### config.mk
export PLATFORM = sky130hd
export DESIGN_NAME = ysyx_25060170_ifu_fetch
export DESIGN_NICKNAME = d
export VERILOG_FILES = /design/src/rtl/ysyx_25060170_ifu_fetch.sv
export SDC_FILE = /design/constraint.sdc
export NUM_CORES = 1
export LEC_CHECK = 0
export CAP_MARGIN = 20
export CORE_UTILIZATION = 51
export CTS_BUF_LIST = sky130_fd_sc_hd__clkbuf_8
export DETAILED_ROUTE_END_ITERATION = 8
export PLACE_DENSITY = 0.83
export SYNTH_ARGS = -nofsm -noshare
export SYNTH_HDL_FRONTEND = slang
export SYNTH_HIERARCHICAL = 1
export SYNTH_SLANG_ARGS = --single-unit
### constraint.sdc
create_clock -name clk -period 5 [get_ports clk]
set_input_delay 0.5 -clock clk [delete_from_list [all_inputs] [get_ports clk]]
set_output_delay 0.5 -clock clk [all_outputs]
set_load 0.01 [all_outputs]
### src/rtl/ysyx_25060170_ifu_fetch.sv
// ysyx_25060170_ifu_fetch: instruction-fetch stage feeding decode.
//
// Owns the fetch PC and issues one word-aligned 32-bit request at a time to
// instruction memory (valid/ready request, single-cycle response strobe).
// Returned {pc, inst} pairs are pushed into a small in-order fetch queue.
// The queue head is the IF/ID register seen by decode. A redirect from
// decode pops the branch head, flushes everything else, drops any fetch
// still in flight and restarts fetching at the aligned target.
//
// Ports:
//   clk, rst        clock; synchronous active-high reset
//   jump_ena/jump_pc redirect request and target from decode
//   id_ready        decode can take the head this cycle
//   id_stall        decode stall; holds the head and masks jump_ena
//   imem_req_*      fetch request channel (valid/ready, addr)
//   imem_rsp_*      fetch response (valid strobe, instruction word)
//   if_valid        queue head valid
//   pc_o, inst_o    head PC / instruction (zero when the queue is empty)

module ysyx_25060170_ifu_fetch #(
  parameter logic [31:0] RESET_PC = 32'h8000_0000,
  parameter int unsigned FQ_DEPTH = 2
) (
  input  logic        clk,
  input  logic        rst,
  input  logic        jump_ena,
  input  logic [31:0] jump_pc,
  input  logic        id_ready,
  input  logic        id_stall,
  output logic        imem_req_valid,
  input  logic        imem_req_ready,
  output logic [31:0] imem_req_addr,
  input  logic        imem_rsp_valid,
  input  logic [31:0] imem_rsp_data,
  output logic        if_valid,
  output logic [31:0] pc_o,
  output logic [31:0] inst_o
);

  localparam int unsigned PTR_W = $clog2(FQ_DEPTH);
  localparam int unsigned CNT_W = PTR_W + 1;
  localparam logic [CNT_W-1:0] DEPTH_C = CNT_W'(FQ_DEPTH);
  localparam logic [CNT_W-1:0] CNT_ONE = {{(CNT_W-1){1'b0}}, 1'b1};
  localparam logic [PTR_W-1:0] PTR_ONE = {{(PTR_W-1){1'b0}}, 1'b1};

  // FETCH: may issue. WAIT: response pending and wanted. DROP: response
  // pending but stale, discard it when it shows up.
  typedef enum logic [1:0] {
    ST_FETCH = 2'd0,
    ST_WAIT  = 2'd1,
    ST_DROP  = 2'd2
  } state_t;

  state_t           state_r;
  state_t           state_nxt_s;
  logic [31:0]      pc_r;
  logic [31:0]      pc_nxt_s;
  logic [31:0]      target_s;
  logic [PTR_W-1:0] head_r;
  logic [PTR_W-1:0] tail_r;
  logic [CNT_W-1:0] count_r;
  logic [31:0]      pc_q_r   [FQ_DEPTH];
  logic [31:0]      inst_q_r [FQ_DEPTH];
  logic             if_valid_s;
  logic             fire_s;
  logic             redirect_s;
  logic             req_valid_s;
  logic             req_hs_s;
  logic             push_s;

  assign if_valid_s = (count_r != {CNT_W{1'b0}});
  assign fire_s     = if_valid_s & id_ready & ~id_stall;
  // A stalled decode re-evaluates its jump next cycle, so it is masked here.
  assign redirect_s = jump_ena & id_ready & ~id_stall;
  assign target_s   = jump_pc & 32'hFFFF_FFFC;

  // Issue only with a free queue slot: together with the single outstanding
  // request this makes queue overflow impossible.
  assign req_valid_s = ~rst & (state_r == ST_FETCH) & (count_r < DEPTH_C);
  assign req_hs_s    = req_valid_s & imem_req_ready;

  assign imem_req_valid = req_valid_s;
  assign imem_req_addr  = pc_r;
  assign if_valid       = if_valid_s;
  assign pc_o           = if_valid_s ? pc_q_r[head_r]   : 32'h0000_0000;
  assign inst_o         = if_valid_s ? inst_q_r[head_r] : 32'h0000_0000;

  // Next-state and push decision of the request/response FSM.
  always_comb begin
    state_nxt_s = state_r;
    push_s      = 1'b0;
    case (state_r)
      ST_FETCH: begin
        // A request accepted alongside a redirect carried the old PC.
        if (req_hs_s && redirect_s) begin
          state_nxt_s = ST_DROP;
        end else if (req_hs_s) begin
          state_nxt_s = ST_WAIT;
        end else begin
          state_nxt_s = ST_FETCH;
        end
      end
      ST_WAIT: begin
        if (imem_rsp_valid) begin
          state_nxt_s = ST_FETCH;
          push_s      = ~redirect_s;
        end else if (redirect_s) begin
          state_nxt_s = ST_DROP;
        end else begin
          state_nxt_s = ST_WAIT;
        end
      end
      ST_DROP: begin
        if (imem_rsp_valid) begin
          state_nxt_s = ST_FETCH;
        end else begin
          state_nxt_s = ST_DROP;
        end
      end
      default: begin
        state_nxt_s = ST_FETCH;
      end
    endcase
  end

  // Next fetch PC: redirect target wins over sequential advance.
  always_comb begin
    pc_nxt_s = pc_r;
    if (redirect_s) begin
      pc_nxt_s = target_s;
    end else if (push_s) begin
      pc_nxt_s = pc_r + 32'd4;
    end else begin
      pc_nxt_s = pc_r;
    end
  end

  // FSM state and fetch PC registers.
  always_ff @(posedge clk) begin
    if (rst) begin
      state_r <= ST_FETCH;
      pc_r    <= RESET_PC;
    end else begin
      state_r <= state_nxt_s;
      pc_r    <= pc_nxt_s;
    end
  end

  // Queue pointers and occupancy; a redirect empties the queue outright
  // (branch head leaves for EX, the rest is flushed).
  always_ff @(posedge clk) begin
    if (rst) begin
      head_r  <= {PTR_W{1'b0}};
      tail_r  <= {PTR_W{1'b0}};
      count_r <= {CNT_W{1'b0}};
    end else if (redirect_s) begin
      head_r  <= {PTR_W{1'b0}};
      tail_r  <= {PTR_W{1'b0}};
      count_r <= {CNT_W{1'b0}};
    end else begin
      if (push_s) begin
        tail_r <= tail_r + PTR_ONE;
      end
      if (fire_s) begin
        head_r <= head_r + PTR_ONE;
      end
      case ({push_s, fire_s})
        2'b10:   count_r <= count_r + CNT_ONE;
        2'b01:   count_r <= count_r - CNT_ONE;
        default: count_r <= count_r;
      endcase
    end
  end

  // Queue payload; validity is tracked by count_r so no reset is needed.
  always_ff @(posedge clk) begin
    if (push_s) begin
      pc_q_r[tail_r]   <= pc_r;
      inst_q_r[tail_r] <= imem_rsp_data;
    end
  end

  ysyx_25060170_ifu_fetch_chk u_chk (
    .clk  (clk),
    .rst  (rst),
    .push (push_s),
    .pop  (fire_s),
    .full (count_r == DEPTH_C)
  );

endmodule

// ysyx_25060170_ifu_fetch_chk: invariants of the fetch queue.
// Ports: clk, rst; push/pop strobes and full flag of the queue.
module ysyx_25060170_ifu_fetch_chk (
  input logic clk,
  input logic rst,
  input logic push,
  input logic pop,
  input logic full
);

  property p_no_overflow;
    @(posedge clk) disable iff (rst) !(push && !pop && full);
  endproperty

  a_no_overflow: assert property (p_no_overflow);

endmodule

Word level (Yosys, flattened, before mapping)
Memory sizes are Yosys's and may differ from the RTL's. A register that Yosys moved wholly into a read port is not among the register bits.
Cells that the tools add are included.
- add/subtract/negate cells: 5
- $mul: 0
- div/mod/pow operators: 0
- $lt $le $gt $ge: 1
- eq/ne operators: 4
- shift operators: 0
- multiplexer cells: 19
- bitwise logic cells: 10
- reductions and logical operators: 6
- operators with widths (cell ; number):
    32-bit two-way mux ; 4
    32-bit by 3-bit adder with 32-bit output, second input constant ; 1
    1-bit two-way mux ; 9
    2-bit two-way mux ; 4
    1-bit AND ; 7
    2-bit case mux with 3 select lines ; 1
    2-bit nonzero test ; 3
    2-bit by 1-bit == test with 1-bit output, second input constant ; 2
    2-bit == test, second input constant ; 2
    2-bit case mux with 2 select lines ; 1
    1-bit NOT ; 3
    1-bit adder, second input constant ; 2
    2-bit by 1-bit adder with 2-bit output, second input constant ; 1
    2-bit logical NOT ; 1
    2-bit < comparator, second input constant ; 1
    2-bit OR reduction ; 1
    2-bit by 1-bit subtractor with 2-bit output, second input constant ; 1
    1-bit logical AND ; 1
- register bits: 38
- bits in latches: 0
- bits in writable memories: 128
- memory bits (read-only): 0
- bits of input ports: 71
- memories: 2
- memory list (name ; words ; width ; rd ports ; clocked after Yosys merged registers in ; write ports ; line ; source):
    inst_q_r ; 2 ; 32 ; 1 ; 1 ; 1 ; 63 ; logic [31:0] inst_q_r [FQ_DEPTH];
    pc_q_r ; 2 ; 32 ; 1 ; 1 ; 1 ; 62 ; logic [31:0] pc_q_r [FQ_DEPTH];

Logic depth before layout (Yosys ltp)
Gate-level depths: netlist (run 1).
- word-level depth: 7
- mapped depth: 8
- gate-level depth less buffers: 8

Worst setup path before layout (run 1)
Ideal clock, no wire load.
- path kind: input to register
- start point: input imem_rsp_valid
- end point: memory inst_q_r[0][0] (enable)
- data arrival time: 3.748 ns
- required time: 4.518 ns
- setup slack: 0.770 ns
- stages on the path: 4
- path through: inv_1 nor3b_1 nand2_1 nor2_1
- word-level cells in the longest chain between the ends: 4
- RTL lines (what ; line ; source):
    start, declared ; 33 ; input logic imem_rsp_valid,
    1-bit two-way mux ; 104 ; if (imem_rsp_valid) begin
    1-bit two-way mux ; 92 ; case (state_r)
    1-bit two-way mux ; 177 ; if (push_s) begin
    1-bit two-way mux (not written as such) ; 179 ; inst_q_r[tail_r] <= imem_rsp_data;
    end, declared ; 63 ;
No other way between the ends.

==> flow_summary.yaml, run 1 <==
yosys:
  yosys_register_bits: 161
  syn_area_per_cell_sq_um: 13.3
  synth.mux.area_fraction_pct: 9.56
  yosysTopAreaCell: "edfxtp_1"
  synth_top_family_by_area: "simple AND/OR/NAND/NOR gates"
  synth_compound_area_share_pct: 3.87
  syn_inst: 497
  synth_area_sq_um: 6600
  yosys.area_share.adder_pct: 0.379
  ys_warn_count: 6
  yosysSeqAreaShare_pct: 67.7
  synth_cell_types: 35
  synthTopCellsByArea: "edfxtp_1, dfxtp_1, mux2i_1"
  synth-xor-area-share_pct: 4.12
  synth-simple-area-share_pct: 12.2
  synth_top_cell_area_share_pct: 56.4
setup_path:
  path_class: "flip-flop to output pin"
  arrival_ns: 2.46
  crit_path_max_incr_delay_ns: 1.08
  crit_path_end_kind: "output pin"
  start_kind: "flip-flop"
  crit_chain: "mux2i_1, nor2_1, clkdlybuf4s50_1"
  worst_ep_required_time_ns: 4.50
  path_delay_family: "flip-flops"
  r2r_setup_slack_ns: 2.35
  cp_num_buf_inv: 1
  slowest_stage: "dfxtp_4"
  path_max_fanout: 62
final_layout:
  stdcell_count: 843
  antenna_cells: 0
  drive_gt1_share_pct: 6.56
  area_growth_pct: 33.2
  nNetsFinal: 731
  layout_commonest_cell: "clkdlybuf4s50_1"
  finalCoreUtilization_pct: 69.7
  layout_common_cells: "clkdlybuf4s50_1, edfxtp_1, nor2_1"
routing:
  ant_nets: 0
  route.detailed.drc: 0
  vias: 4422
  drtPass1Iterations: 5
  vias_per_cell: 5.25
  wire_per_inst_um: 17.0
  wl_mm: 14.3
  drtIter0Drc: 225
die:
  rows: 41
  start_util_pct: 52.3
  die_w_um: 116
  dieHeight_um: 116
  dieArea_sq_um: 13400
  coreArea_sq_um: 12600
  ios: 169
placement:
  port_buffers: 162
  gp_congestion: 0.786
  place_ws_ns: 1.61
  dp_hpwl_mm: 9.47
  place_inst: 811
timing:
  finalMaxSlewViolations: 0
  rsz0062_at_grt: "false"
  hold_viol_final: 0
  clock.fmax_mhz: 338
  slew_headroom_pct: 28.3
  tightest_slew_ns: 1.08
  period_minus_slack_ns: 2.96
  skew_ns: 0.0131
  fin_ws_ns: 2.04
  setup_viol: 0
  finalSetupTns_ns: 0
  finalCritPeriodShare_pct: 59.2
pwr:
  switchingPower_mw: 0.609
  power.total_mw: 2.65
  peakVddDrop_v: 0.000167
  powerDensity_nw_per_um2: 302
  intPower_mw: 2.05
  clkPwrFrac_pct: 35.0
  p_comb_share_pct: 8.5
  seqPwrFrac_pct: 56.5
  swShare_pct: 22.9
  p_leak_nw: 2.79
clock_network:
  clock-sinks: 161
  htree_num_levels: 4
  clock_latency_ns: 0.44
  path_clk_slew_ns: 0.08
  cts_tree: "done"
  clk_path_buf_depth: 2
  cts_resized: 0
  ctsHoldBuffers: 0
  postCtsSetupRepairBufs: 0
  cts_buffers: 17
  cts_root_buf: "clkbuf_8"
grt:
  grt_use_total_pct: 21.9
  antenna_found_initial: 0
  grt_pass1_vias: 4374
  grt_max_degree: 63
  grt_pass1_wl_mm: 21.5
  grt-ovfl-total: 0
min_path:
  holdCritPathClass: "flip-flop to flip-flop"
run:
  max_cap_violations: 0
status:
  outcome: "finished clean"
-- kinds of logic after synthesis --
group	after synthesis
flops	161
fa+ha+maj	2
other cells	1
xor+xnor	31
compound gates	35
mux	63
buf+inv	34
simple gates	170
-- cell type report --
cell class                 count  area [sq um]
tap                          172           215
multi-input combinational    305          2020
sequential                   161          4470
fill                         911          3830
clock inverter                15           158
clock buffer                  17           234
timing repair buffer         168          1680
inverter                       5          18.8
-- synth_stat cells, drive strengths merged --
| master | n |
|---|---|
| a211oi | 27 |
| a21oi | 2 |
| a311oi | 3 |
| a31oi | 1 |
| and3 | 2 |
| and3b | 1 |
| and4 | 3 |
| buf | 10 |
| clkbuf | 19 |
| conb | 1 |
| dfxtp | 37 |
| edfxtp | 124 |
| ha | 2 |
| inv | 5 |
| mux2i | 63 |
| nand2 | 17 |
| nand3 | 7 |
| nand3b | 2 |
| nand4 | 9 |
| nand4b | 1 |
| nor2 | 99 |
| nor3 | 11 |
| nor3b | 4 |
| nor4 | 8 |
| o21ai | 2 |
| or3 | 4 |
| or4 | 2 |
| xnor2 | 15 |
| xor2 | 16 |
-- registers in the layout, indices dropped and copies added (netlist names), named ones only --
register,count
imem_req_addr,30
state_r,2
head_r,1
count_r,2
tail_r,1
pc_q_r,60
inst_q_r,64
-- metal layers --
layer | global-route usage (%) | routed length (um) | vias up | share of wire [%]
li1 | - | - | 2139 | -
met1 | 24.8 | 5890 | 2081 | 41
met3 | 5.96 | 981 | 25 | 6.9
met4 | 9.57 | 274 | 0 | 1.9
met2 | 38.8 | 7170 | 177 | 50
met5 | 0 | 0 | - | 0
-- power groups by stage --
stage	clock network (mW)	logic, mW	registers (mW)
floorplan	0	0.0851	1.53
global placement	0	0.219	1.53
detailed placement	0	0.225	1.53
CTS	0.941	0.227	1.50
global route	1.00	0.241	1.51
finish	0.928	0.225	1.50
-- path summary, 6_finish.rpt --
path / startpoint / to / cells past startpoint
min reg2reg: imem_req_addr[31] / pc_q_r[0][31] / 0
min: imem_req_addr[31] / pc_q_r[0][31] / 0
max reg2reg: state_r[0] / inst_q_r[0][16] / 4
max: flip-flop / pc_o[13] / 3
-- stage by stage --
| step | cell area (sq um) | hold WS, ns |
|---|---|---|
| global route | 8790 | 0.538 |
| finish | 8790 | 0.509 |
| detailed placement | 8400 | 0.502 |
| floorplan | 6610 | 0.516 |
| CTS | 8790 | 0.522 |
| global placement | 8400 | 0.489 |
Note: power is estimated with default switching activity, not from simulation.
==> run 2: changes to the inputs <==
Clock period 5 ns to 3.1 ns, I/O delays scaled along.
==> flow_summary.yaml, run 2 (synthesis results as in run 1) <==
clock_network:
  clock-sinks: 161
  cts_root_buf: "clkbuf_8"
  ctsHoldBuffers: 0
  htree_num_levels: 4
  clock_latency_ns: 0.44
  postCtsSetupRepairBufs: 0
  path_clk_slew_ns: 0.08
  cts_buffers: 17
  cts_resized: 0
  cts_tree: "done"
  clk_path_buf_depth: 2
setup_path:
  start_kind: "flip-flop"
  crit_chain: "buf_12, mux2i_1, nor2_1, clkdlybuf4s50_1"
  path_max_fanout: 41
  arrival_ns: 2.20
  path_class: "flip-flop to output pin"
  worst_ep_required_time_ns: 2.79
  slowest_stage: "dfxtp_4"
  crit_path_max_incr_delay_ns: 0.61
  crit_path_end_kind: "output pin"
final_layout:
  largest_register_ffs: 64
  largest-register: "inst_q_r"
  drive_gt1_share_pct: 7.10
  multi_input_area_sq_um: 2020
  layout_commonest_cell: "clkdlybuf4s50_1"
  layout_common_cells: "clkdlybuf4s50_1, edfxtp_1, nor2_1"
  stdcell_count: 848
  area_growth_pct: 34.7
  antenna_cells: 0
  final_area_sq_um: 8890
  seq_area_sq_um: 4470
  nNetsFinal: 736
  nFillCells: 879
  finalCoreUtilization_pct: 70.4
min_path:
  holdCritPathClass: "input pin to flip-flop"
die:
  coreArea_sq_um: 12600
  dieArea_sq_um: 13400
  ios: 169
  start_util_pct: 52.3
  rows: 41
  dieHeight_um: 116
  die_w_um: 116
routing:
  vias: 4543
  drtIter0Drc: 345
  wire_per_inst_um: 16.6
  drtPass1Iterations: 4
  vias_per_cell: 5.36
  wl_mm: 14.1
  ant_nets: 0
  route.detailed.drc: 0
timing:
  tightest_slew_ns: 0.763
  rsz0062_at_grt: "false"
  period_minus_slack_ns: 2.51
  setup_viol: 0
  clock.fmax_mhz: 398
  slew_headroom_pct: 48.6
  finalCritPeriodShare_pct: 81.1
  hold_viol_final: 0
  finalSetupTns_ns: 0
  finalMaxSlewViolations: 0
  skew_ns: 0.0177
placement:
  placed_cell_area_sq_um: 8460
  port_buffers: 162
  place_inst: 816
  dp_hpwl_mm: 9.41
  gp_congestion: 0.804
grt:
  grt_use_total_pct: 21.6
  grt_pass1_wl_mm: 21.7
  grt-busiest-layer: "met2"
  antenna_found_initial: 0
  grt_pass1_vias: 4411
  grt_use_met2_pct: 37.3
  grt_max_degree: 61
  grt-ovfl-total: 0
  grtUsageMet3_pct: 5.96
  use_met1_pct: 26.0
pwr:
  peakVddDrop_v: 0.000287
  p_leak_nw: 2.85
  powerDensity_nw_per_um2: 496
  power.total_mw: 4.41
run:
  max_cap_violations: 0
status:
  outcome: "finished clean"
[run 2: routing by layer]
metal | up-vias | part of all wire [%]
met5 | - | 0
li1 | 2150 | -
met1 | 2202 | 41
met2 | 179 | 51
met4 | 0 | 0.89
met3 | 12 | 7.0
[run 2: critical path, delay by kind of cell (launching register included)]
| kind | cells | cell delay (ns) |
|---|---|---|
| buffers and inverters | 2 | 0.84 |
| multiplexers | 1 | 0.24 |
| flip-flops | 1 | 0.61 |
| AND/OR/NAND/NOR | 1 | 0.06 |
[run 2: worst paths after layout]
path / slack, ns / endpoint / start / cells past startpoint
worst max register to register: 0.76 / imem_req_addr[18] / imem_req_addr[2] / 6
worst min-delay path: 0.46 / inst_q_r[1][7] / imem_rsp_data[7] / 1
worst min register to register: 0.52 / pc_q_r[1][31] / imem_req_addr[31] / 0
worst max-delay path: 0.59 / inst_o[10] / flip-flop / 4
[run 2: stage by stage]
step	worst slack, ns	hold WS [ns]
after floorplan	0.00269	0.409
after global placement	0.588	0.488
after detailed placement	0.477	0.504
after CTS	0.534	0.428
after global routing	0.420	0.419
final	0.587	0.457
[run 2: layout make-up]
type                            count  share of cell area [%]
Multi-Input combinational cell    305                    22.7
Timing Repair Buffer              173                    19.6
Tap cell                          172                    2.42
Clock buffer                       17                    2.63
Sequential cell                   161                    50.3
Clock inverter                     15                    2.18
Inverter                            5                   0.211
[run 2: where the power goes]
part | internal [mW] | switching [mW] | total, mW | leakage [nW]
logic | 0.213 | 0.155 | 0.368 | 1.20
registers | 2.37 | 0.0512 | 2.42 | 1.44
clock network | 0.874 | 0.747 | 1.62 | 0.218
==> run 3: changes to the inputs <==
Settings changed: CORE_UTILIZATION 51 to 46, PLACE_DENSITY 0.83 to 0.79.
Clock period 3.1 ns to 2.2 ns, I/O delays scaled along.
==> flow_summary.yaml, run 3 (synthesis results as in run 1) <==
die:
  start_util_pct: 47.3
  rows: 43
  die_w_um: 122
  dieArea_sq_um: 14800
  dieHeight_um: 122
  ios: 169
  coreArea_sq_um: 13900
final_layout:
  layout_commonest_cell: "clkdlybuf4s50_1"
  drive_gt1_share_pct: 10.2
  area_growth_pct: 37.6
  stdcell_count: 877
  largest-register: "inst_q_r"
  nNetsFinal: 757
  antenna_cells: 0
  largest_register_ffs: 64
  multi_input_area_sq_um: 2030
  final_area_sq_um: 9080
  seq_area_sq_um: 4470
  layout_common_cells: "clkdlybuf4s50_1, edfxtp_1, nor2_1"
  nFillCells: 1032
routing:
  wl_mm: 14.7
  highest_layer: "met5"
  drtPass1Iterations: 5
  route.detailed.drc: 0
  drtIter0Drc: 288
  vias: 4566
  wl_met2_mm: 7.49
  met1_length_mm: 6.22
  wire_per_inst_um: 16.8
  vias_per_cell: 5.21
  ant_nets: 0
  dr_wl_met3_um: 848
pwr:
  swShare_pct: 22.6
  seqPwrFrac_pct: 58.2
  clkPwrFrac_pct: 32.2
  powerDensity_nw_per_um2: 643
  p_leak_nw: 2.96
  intPower_mw: 4.52
  peakVddDrop_v: 0.000428
  switchingPower_mw: 1.32
  p_comb_share_pct: 9.6
setup_path:
  arrival_ns: 1.85
  path_max_fanout: 20
  crit_path_end_kind: "output pin"
  worst_ep_required_time_ns: 1.98
  r2r_start: "imem_req_addr[7]"
  worstRegToRegCells: 5
  r2r-end: "imem_req_addr[27]"
  start_kind: "flip-flop"
  path_class: "flip-flop to output pin"
  r2r_setup_slack_ns: 0.16
placement:
  gp_congestion: 0.810
  dp_hpwl_mm: 9.91
  place_ws_ns: -0.160
  place_inst: 844
  port_buffers: 162
  placed_cell_area_sq_um: 8680
clock_network:
  clock-sinks: 161
  path_clk_slew_ns: 0.08
  cts_buffers: 17
  htree_num_levels: 4
  clk_path_buf_depth: 2
  clock_latency_ns: 0.45
  ctsHoldBuffers: 0
  cts_tree: "done"
  cts_root_buf: "clkbuf_8"
timing:
  hold_viol_final: 0
  setup_viol: 0
  skew_ns: 0.00941
  finalMaxSlewViolations: 0
  rsz0062_at_grt: "false"
  fin_ws_ns: 0.128
  finalCritPeriodShare_pct: 94.2
  clock.fmax_mhz: 483
  period_minus_slack_ns: 2.07
grt:
  grt_pass1_vias: 4451
  grt-ovfl-total: 0
  grt_pass1_wl_mm: 22.2
  grt_max_degree: 46
  antenna_found_initial: 1
  grt_use_total_pct: 20.2
min_path:
  worstHoldStart: "imem_rsp_data[12]"
  min_path_cells: 1
  holdCritPathClass: "input pin to flip-flop"
  holdPathEnd: "inst_q_r[0][12]"
status:
  outcome: "finished clean"
run:
  max_cap_violations: 0
## run 3: final cells by class
class / instances / share of cell area (%)
timing repair buffer: 194 / 21.9
sequential: 161 / 49.3
clock buffer: 17 / 2.58
clock inverter: 15 / 1.14
inverter: 5 / 0.207
tap: 180 / 2.48
multi-input combinational: 305 / 22.4
## run 3: worst max-delay path, cell delays in order (launching register included)
cell	delay, ns
dfxtp_4	0.41
buf_16	0.21
mux2i_1	0.09
nor2_1	0.13
clkdlybuf4s50_1	0.56
## run 3: per-stage QoR
| step | utilization, % | TNS (ns) | hold slack (ns) | power (mW) |
|---|---|---|---|---|
| 2_1_floorplan | - | 0 | 0.319 | 3.66 |
| 3_3_place_gp | 62.3 | -0.477 | 0.509 | 4.00 |
| 3_5_place_dp | 62.3 | -0.738 | 0.513 | 4.02 |
| 4_1_cts | 64.8 | 0 | 0.322 | 5.87 |
| 5_1_grt | 65.1 | 0 | 0.315 | 6.05 |
| 6_report | 65.1 | 0 | 0.343 | 5.83 |
## run 3: timing repair
action | CTS | global route
pin swaps | 0 | 0
gates cloned | 0 | 1
gates resized for setup | 1 | 7
endpoints found under the setup margin | 18 | 33
buffers inserted | 0 | 0
## run 3: how the worst max path moves through the flow
| stage | start | endpoint | slack, ns | cells past startpoint |
|---|---|---|---|---|
| 3_3_place_gp | imem_rsp_valid | imem_req_addr[27] | -0.13 | 6 |
| 3_5_place_dp | imem_rsp_valid | imem_req_addr[27] | -0.16 | 6 |
| 5_1_grt | flip-flop | inst_o[5] | 0.006 | 4 |
| 4_1_cts | state_r[1] | imem_req_valid | 0.02 | 3 |
| 6_report | flip-flop | pc_o[16] | 0.13 | 4 |
| 2_1_floorplan | state_r[0] | inst_q_r[0][0] | 0.05 | 3 |
## run 3: layer usage
metal / vias up / GRT usage, %
met2: 151 / 33.8
met1: 2206 / 24.4
met5: - / 0
met4: 2 / 7.02
li1: 2192 / -
met3: 15 / 6.69
## run 3: power groups by stage
stage	logic [mW]	registers [mW]	clock network (mW)
after floorplan	0.196	3.47	0
after global placement	0.549	3.46	0
after detailed placement	0.561	3.46	0
after CTS	0.565	3.39	1.92
after global routing	0.604	3.40	2.04
final	0.562	3.39	1.88
